<file path="src/rtl/lemming_dig_arbiter_if.sv">
// Signal bundle between level control, the lemming walker FSMs and the dig arbiter.
interface lemming_dig_arbiter_if #(
    parameter int N = 4
) ();
    // Handshake: a lemming holds req high (level). The arbiter answers the winner with a
    // single-cycle dig pulse. From then on the owner reports progress on digging_in/aaah_in.
    // grant stays high on the owner until supervision ends the dig.
    logic [N-1:0] req;
    logic [N-1:0] walking;
    logic [N-1:0] digging_in;
    logic [N-1:0] aaah_in;
    logic [N-1:0] dig;
    logic [N-1:0] grant;
    logic         busy;
    logic         timeout_err;

    modport master (
        output req, walking, digging_in, aaah_in,
        input  dig, grant, busy, timeout_err
    );

    modport slave (
        input  req, walking, digging_in, aaah_in,
        output dig, grant, busy, timeout_err
    );
endinterface

</file>
<file path="src/rtl/lemming_dig_arbiter.sv">
// Round-robin owner of the single digging tool: issues a dig pulse, then supervises the
// owner's digging/falling status with a wait window, a dig timeout and a cooldown.
module lemming_dig_arbiter #(
    parameter int N        = 4,
    parameter int MAX_DIG  = 31,
    parameter int COOLDOWN = 2
) (
    input  logic                 clk,
    input  logic                 areset,
    lemming_dig_arbiter_if.slave bus,
    output logic [2:0]           dbg_state
);
    localparam int IW = $clog2(N);
    localparam int DW = $clog2(MAX_DIG + 1);
    localparam int CW = (COOLDOWN > 1) ? $clog2(COOLDOWN) : 1;

    typedef enum logic [2:0] {
        S_IDLE    = 3'd0,
        S_ISSUE   = 3'd1,
        S_WAITDIG = 3'd2,
        S_ACTIVE  = 3'd3,
        S_COOL    = 3'd4
    } state_t;

    state_t          state_q, state_d;
    logic [N-1:0]    dig_q, dig_d, grant_q, grant_d;
    logic            busy_q, busy_d, terr_q, terr_d;
    logic [IW-1:0]   rr_q, rr_d, gidx_q, gidx_d;
    logic            wait_q, wait_d;
    logic [DW-1:0]   dcnt_q, dcnt_d;
    logic [CW-1:0]   ccnt_q, ccnt_d;

    logic [N-1:0]    elig;
    logic            any_elig;
    logic [IW-1:0]   win_idx;
    logic [IW-1:0]   scan_idx;
    logic            own_digging, own_aaah;

    assign elig        = bus.req & bus.walking;
    assign own_digging = bus.digging_in[gidx_q];
    assign own_aaah    = bus.aaah_in[gidx_q];

    // Scan from the farthest offset down so the nearest eligible after rr_q wins.
    always_comb begin
        any_elig = 1'b0;
        win_idx  = '0;
        scan_idx = '0;
        for (int off = N; off >= 1; off--) begin
            scan_idx = IW'((int'(rr_q) + off) % N);
            if (elig[scan_idx]) begin
                any_elig = 1'b1;
                win_idx  = scan_idx;
            end
        end
    end

    always_ff @(posedge clk or posedge areset) begin
        if (areset) begin
            state_q <= S_IDLE;
            dig_q   <= '0;
            grant_q <= '0;
            busy_q  <= 1'b0;
            terr_q  <= 1'b0;
            rr_q    <= IW'(N - 1);
            gidx_q  <= '0;
            wait_q  <= 1'b0;
            dcnt_q  <= '0;
            ccnt_q  <= '0;
        end else begin
            state_q <= state_d;
            dig_q   <= dig_d;
            grant_q <= grant_d;
            busy_q  <= busy_d;
            terr_q  <= terr_d;
            rr_q    <= rr_d;
            gidx_q  <= gidx_d;
            wait_q  <= wait_d;
            dcnt_q  <= dcnt_d;
            ccnt_q  <= ccnt_d;
        end
    end

    // The wait window is two WAITDIG cycles: wait_q marks the second one.
    always_comb begin
        state_d = state_q;
        case (state_q)
            S_IDLE:    if (any_elig) state_d = S_ISSUE;
            S_ISSUE:   state_d = S_WAITDIG;
            S_WAITDIG: begin
                if (own_digging)            state_d = S_ACTIVE;
                else if (own_aaah || wait_q) state_d = S_COOL;
            end
            S_ACTIVE:  if (!own_digging || dcnt_q == DW'(MAX_DIG)) state_d = S_COOL;
            S_COOL:    if (ccnt_q == CW'(COOLDOWN - 1)) state_d = S_IDLE;
            default:   state_d = S_IDLE;
        endcase
    end

    always_comb begin
        dig_d   = '0;
        grant_d = grant_q;
        terr_d  = 1'b0;
        rr_d    = rr_q;
        gidx_d  = gidx_q;
        wait_d  = wait_q;
        dcnt_d  = dcnt_q;
        ccnt_d  = ccnt_q;
        busy_d  = (state_d != S_IDLE);
        case (state_q)
            S_IDLE: begin
                if (any_elig) begin
                    grant_d          = '0;
                    grant_d[win_idx] = 1'b1;
                    dig_d            = '0;
                    dig_d[win_idx]   = 1'b1;
                    gidx_d           = win_idx;
                end
            end
            S_ISSUE:   wait_d = 1'b0;
            S_WAITDIG: begin
                if (own_digging) dcnt_d = DW'(1);
                else             wait_d = 1'b1;
            end
            S_ACTIVE: begin
                if (own_digging) begin
                    if (dcnt_q == DW'(MAX_DIG)) terr_d = 1'b1;
                    else                        dcnt_d = dcnt_q + DW'(1);
                end
            end
            S_COOL: begin
                grant_d = '0;
                rr_d    = gidx_q;
                ccnt_d  = ccnt_q + CW'(1);
            end
            default: ;
        endcase
        if (state_d == S_COOL && state_q != S_COOL) ccnt_d = '0;
    end

    assign bus.dig         = dig_q;
    assign bus.grant       = grant_q;
    assign bus.busy        = busy_q;
    assign bus.timeout_err = terr_q;
    assign dbg_state       = state_q;
endmodule
</file>
<file path="src/flat_wrapper.sv">
// flat-port wrapper written by rule: the top's interface ports become plain ports
module lemming_dig_arbiter_flat 
#(
    parameter int N        = 4,
    parameter int MAX_DIG  = 31,
    parameter int COOLDOWN = 2
)
  (clk, areset, dbg_state, bus_req, bus_walking, bus_digging_in, bus_aaah_in, bus_dig, bus_grant, bus_busy, bus_timeout_err);
  lemming_dig_arbiter_if #(.N(N)) bus_i ();
  input  logic clk;
  input  logic areset;
  output logic [2:0] dbg_state;
  input wire logic [$bits(bus_i.req)-1:0] bus_req;
  input wire logic [$bits(bus_i.walking)-1:0] bus_walking;
  input wire logic [$bits(bus_i.digging_in)-1:0] bus_digging_in;
  input wire logic [$bits(bus_i.aaah_in)-1:0] bus_aaah_in;
  output wire logic [$bits(bus_i.dig)-1:0] bus_dig;
  output wire logic [$bits(bus_i.grant)-1:0] bus_grant;
  output wire logic [$bits(bus_i.busy)-1:0] bus_busy;
  output wire logic [$bits(bus_i.timeout_err)-1:0] bus_timeout_err;
  assign bus_i.req = bus_req;
  assign bus_i.walking = bus_walking;
  assign bus_i.digging_in = bus_digging_in;
  assign bus_i.aaah_in = bus_aaah_in;
  assign bus_dig = bus_i.dig;
  assign bus_grant = bus_i.grant;
  assign bus_busy = bus_i.busy;
  assign bus_timeout_err = bus_i.timeout_err;
  lemming_dig_arbiter #(.N(N), .MAX_DIG(MAX_DIG), .COOLDOWN(COOLDOWN)) u_core (.clk(clk), .areset(areset), .bus(bus_i), .dbg_state(dbg_state));
endmodule
</file>
<file path="config.mk">
export PLATFORM = sky130hd
export DESIGN_NAME = lemming_dig_arbiter_flat
export DESIGN_NICKNAME = d
export VERILOG_FILES = /design/src/rtl/lemming_dig_arbiter_if.sv /design/src/rtl/lemming_dig_arbiter.sv /design/src/flat_wrapper.sv
export SDC_FILE = /design/constraint.sdc
export NUM_CORES = 1
export LEC_CHECK = 0
export ABC_AREA = 0
export CAP_MARGIN = 15
export CELL_PAD_IN_SITES_DETAIL_PLACEMENT = 1
export CELL_PAD_IN_SITES_GLOBAL_PLACEMENT = 1
export CORE_UTILIZATION = 42
export DETAILED_ROUTE_END_ITERATION = 8
export DONT_BUFFER_PORTS = 1
export HOLD_SLACK_MARGIN = 0.12
export PLACE_DENSITY = 0.81
export SETUP_SLACK_MARGIN = 0.2
export SYNTH_ARGS = -nofsm -noshare
export SYNTH_HDL_FRONTEND = slang
export SYNTH_SLANG_ARGS = --single-unit
export TNS_END_PERCENT = 50
</file>
<file path="constraint.sdc">
create_clock -name clk -period 1.7 [get_ports clk]
set_input_delay 0.255 -clock clk [delete_from_list [all_inputs] [get_ports clk]]
set_output_delay 0.255 -clock clk [all_outputs]
set_load 0.01 [all_outputs]
</file>
# Word level (Yosys, flattened, before mapping)
# Index checks and enable logic that the tools add are counted.
# word_totals
register_bits	24
word_cells	94
# op_classes
add_sub_neg	6
magnitude_cmp	7
eq_ne	12
n_mux	43
bitwise	1
n_reduce_logical	15
# ops
op	count
2-bit by 3-bit < comparator with 1-bit output, second input constant	6
1-bit 2-to-1 mux	17
3-bit 2-to-1 mux	5
5-bit 2-to-1 mux	3
3-bit one-hot mux with 5 select lines	1
1-bit binary-select mux with 2-bit select	6
4-bit 2-to-1 mux	3
5-bit one-hot mux with 2 select lines	1
2-bit 2-to-1 mux	4
4-bit one-hot mux with 2 select lines	1
2-bit nonzero test	4
3-bit by 2-bit == test with 1-bit output, second input constant	2
3-bit == test, second input constant	2
2-bit by 1-bit inequality test with 1-bit output, second input constant	3
2-bit AND reduction	3
5-bit by 1-bit adder with 5-bit output, second input constant	1
5-bit == test, second input constant	1
2-bit by 1-bit adder with 2-bit output, second input constant	2
2-bit adder, second input constant	2
4-bit AND	1
2-bit inequality test, second input constant	2
4-bit AND reduction	1
3-bit by 1-bit == test with 1-bit output, second input constant	1
3-bit zero test	1
9 further kinds	11

# Longest topological paths before layout
# Gate-level depths: netlist (run 1).
# depth
depth_word	13
ltp_mapped	7
ltp_nobuf	7

# Worst setup path before layout (run 1)
# OpenSTA, ideal clock, no wires.
# synth_path
kind	register -> register
from	register u_core.dcnt_q[0]
to	register u_core.busy_q, in the netlist u_core.bus.busy
setup_ps	132
arrival_ps	1757
setup_slack_ps	-189
path_stages_with_launch	8
path_buffers	0
period_less_slack_ps	1889
cell_sequence	dfrtp_1 ha_1 and3_1 ha_1 inv_1 a21oi_1 a211o_1 or3b_1
# synth_via
elab_chain_len	5
# synth_lines
item	line_no	text
start, declared	lemming_dig_arbiter.sv:30	logic [DW-1:0] dcnt_q, dcnt_d;
start signal, assigned	lemming_dig_arbiter.sv:78	dcnt_q <= dcnt_d;
5-bit == test	lemming_dig_arbiter.sv:93	S_ACTIVE: if (!own_digging || dcnt_q == DW'(MAX_DIG)) state_d = S_COOL;
1-bit logical OR	lemming_dig_arbiter.sv:93	
3-bit 2-to-1 mux	lemming_dig_arbiter.sv:93	
3-bit one-hot mux with 5 select lines	lemming_dig_arbiter.sv:86	case (state_q)
via u_core.state_d[2]	lemming_dig_arbiter.sv:25	state_t state_q, state_d;
3-bit nonzero test	lemming_dig_arbiter.sv:108	busy_d = (state_d != S_IDLE);
via u_core.busy_d	lemming_dig_arbiter.sv:27	logic busy_q, busy_d, terr_q, terr_d;
end signal, assigned	lemming_dig_arbiter.sv:73	busy_q <= busy_d;
end, declared	lemming_dig_arbiter.sv:27	
# The timed path passes the listed nets, and every way through them passes these cells.
# A chain may end at the register's enable or synchronous reset.

# Worst setup path after layout (run 1)
# Same ends and word-level chain as after synthesis.

==> flow_summary.ini, run 1 <==
[sta]
hold_violations = 0
clock_skew_ns = 0.001413
setup_violations = 2
fin_ws_ns = -0.05066
timing.final.crit_share = 1.030
slew_violations = 0
tightest_slew_ns = 0.4472
max_freq_mhz = 571.2
rsz0062_at_grt = yes
setup_tns_ns = -0.07338
relSlewSlack = 0.6993
fin_crit_ns = 1.751
whs_ns = 0.4105

[critical_path]
worst-setup-path-type = reg -> reg
crit_path_top_delay_cell = dfrtp_1
critPathLaunchType = register
crit_fanout = 4
path_cells = ha_2 -> and3_4 -> ha_4 -> inv_2 -> a21oi_2 -> a211o_1 -> or3b_1
end_kind = register
critPathRequiredTime_ns = 1.91
max_stage_delay_ns = 0.42
crit_arrival_ns = 1.96

[pwr]
leakagePower_nw = 0.7070
ir_drop_uv = 1126
p_per_area_nw_per_um2 = 1714

[global_routing]
grt_pass1_wl_um = 5237
grt_start_max_net_pins = 25
overflow = 0
grtUsageTotal = 0.2163
grt_pass1_vias = 1114
antenna_found_initial = 0

[synthesis]
synth_area_leaders = dfrtp_1 (44%), o21ai_0 (4.8%), dfstp_2 (4.2%)
yosysWarnings = 0
ys_seq_elements = 24
yosysTopAreaCellShare = 0.4396
yosysSeqAreaShare = 0.4815
synth_edf_count = 0
syn_inst = 119
ys.flop_type = dfrtp_1
syn_area_per_cell_um2 = 10.52
syn-cell-area_um2 = 1252
synth-async-reset-ratio = 1.000
syn_nets = 139
synth_cell_types = 39
synth_area_leader_cell = dfrtp_1

[finish]
syn_to_final_growth_pct = 24.08
nNetsFinal = 163
n_antenna_cell = 0
drive_above_1_share = 0.3803
postLayoutCoreUtil = 0.5587

[status]
status = finished with violations
violations = setup timing

[clocking]
clkTransAtPathRegs_ns = 0.13
clock-sinks = 24
cts_buffers = 3
clk_latency_ns = 0.31
cts_root_buffer = clkbuf_4
cts_tree = done
cts_buffer_depth = 2
ctsHtreeMaxLevel = 1

[job]
maxCapViolCount = 0

[drt]
vias_per_cell = 6.092
ant_nets = 0
wirelength_um = 3253
vias = 1054
wl_per_cell_um = 18.80
drtIter0Drc = 19
drt_pass1_iterations = 4
drc = 0

[placement]
place_ws_ns = -0.06574
routabilityCongestion = 0.7783
hpwl_um = 2355
port_buffers = 0

[die]
die_area_um2 = 3204
fp.dieW_um = 56.61
pin_count = 31
core_area_um2 = 2781
rows = 19
start_util = 0.4503
die_h_um = 56.61

[worst_hold_path]
holdCritPathClass = in -> async
==> per-stage QoR <==
step / cells / total power, W / area, µm²
6_report: 173 / 0.002663 / 1554
5_1_grt: 173 / 0.002842 / 1554
4_1_cts: 171 / 0.002575 / 1499
3_5_place_dp: 163 / 0.002094 / 1399
3_3_place_gp: 163 / 0.002012 / 1399
2_1_floorplan: 119 / 0.001721 / 1276
==> worst max-delay path: cells and delay by family, from the launching register on <==
family                     cells  cell delay, ns
AOI/OAI and AO/OA              2            0.29
adders and majority gates      2            0.35
buffers and inverters          1            0.06
DFF                            1            0.42
and+or+nand+nor                2            0.53
==> worst paths after layout <==
kind | to | depth (start not counted) | from | slack, ns
max in group asynchronous | u_core.rr_q[1] | 3 | areset | 1.00
worst max-delay path | u_core.bus.busy | 7 | u_core.dcnt_q[0] | -0.05
worst max register to register | u_core.bus.busy | 7 | u_core.dcnt_q[0] | -0.05
min in group clk | u_core.bus.dig[2] | 4 | bus_walking[1] | 0.42
worst min-delay path | u_core.bus.dig[3] | 3 | areset | 0.41
worst min register to register | u_core.dcnt_q[3] | 1 | u_core.dcnt_q[3] | 0.56
==> state kept, by name (all words and copies together), names as in the netlist <==
name / cells
u_core.dcnt_q: 5
u_core.bus.dig: 4
u_core.bus.grant: 4
u_core.dbg_state: 3
u_core.gidx_q: 2
u_core.rr_q: 2
u_core.bus.busy: 1
u_core.bus.timeout_err: 1
u_core.ccnt_q: 1
u_core.wait_q: 1
==> cell families (layout without fill, tap and decap cells) <==
family                   count (synthesis)  after routing  share of synthesized area
AO/OA/AOI/OAI                           36             36                     0.2068
flip-flops                              24             24                     0.4815
adder cells (fa/ha/maj)                  2              2                    0.01998
multiplexers                             6              6                    0.05994
buffers and inverters                    9             32                    0.04995
AND/OR/NAND/NOR                         42             42                     0.1818
==> cells in the final DEF (no fill, tap or decap), drive strengths merged, types with 2 or more instances in the layout <==
cell and count:
a211o 2, a21oi 5, a22o 5, and2 3
and2b 2, buf 22, clkbuf 3, dfrtp 22
dfstp 2, ha 2, inv 5, mux2 2
mux2i 3, nand2 14, nand3 3, nor2 9
nor3b 2, o21ai 12, o221a 3, o31ai 2
or3b 3
==> routing by layer <==
| layer | share of wire | global-route usage | routed length (µm) |
|---|---|---|---|
| met1 | 0.39 | 0.2564 | 1256 |
| met2 | 0.55 | 0.3832 | 1776 |
| met3 | 0.057 | 0.06221 | 185 |
| met4 | 0.010 | 0.05226 | 34 |
| met5 | 0 | 0 | 0 |
==> cell type report <==
type                    instances  area, µm²
fillers                       293       1227
clock buffers                   3      22.52
clock inverters                 1      30.03
well taps                      31      38.79
repair buffers                 23      182.7
inverters                       5      18.77
flip-flops and latches         24      605.6
multi-input cells              86      655.6
==> cell usage after synthesis, drive strengths merged, types with 2 or more instances <==
cell type  number
dfstp           2
a211o           2
mux2            2
nor2            9
a21oi           5
dfrtp          22
nand3           3
a22o            5
and2            3
o221a           3
o31ai           2
or3b            3
nand2          14
nor3b           2
inv             5
buf             2
mux2i           3
ha              2
o21ai          12
and2b           2
==> where the power goes <==
part / internal [W] / leakage, nW / switching, W
Clock: 0.000238 / 0.0279 / 0.000175
Sequential: 0.000790 / 0.303 / 0.000234
Combinational: 0.000615 / 0.376 / 0.000611
Total: 0.00164 / 0.707 / 0.00102
==> timing repair <==
item	in CTS	in global routing
pin swaps	3	2
setup endpoints to repair	14	18
buffers inserted	3	2
hold buffers	1	0
endpoints found under the hold margin	24	0
resized for setup	6	11
Power figures use the tool's default switching activity.
==> inputs of run 2 (changes only) <==
Settings changed: CAP_MARGIN 15 to 20.
==> results of run 2 <==
Same layout as run 1: the final DEF is identical, and so are final timing and power.
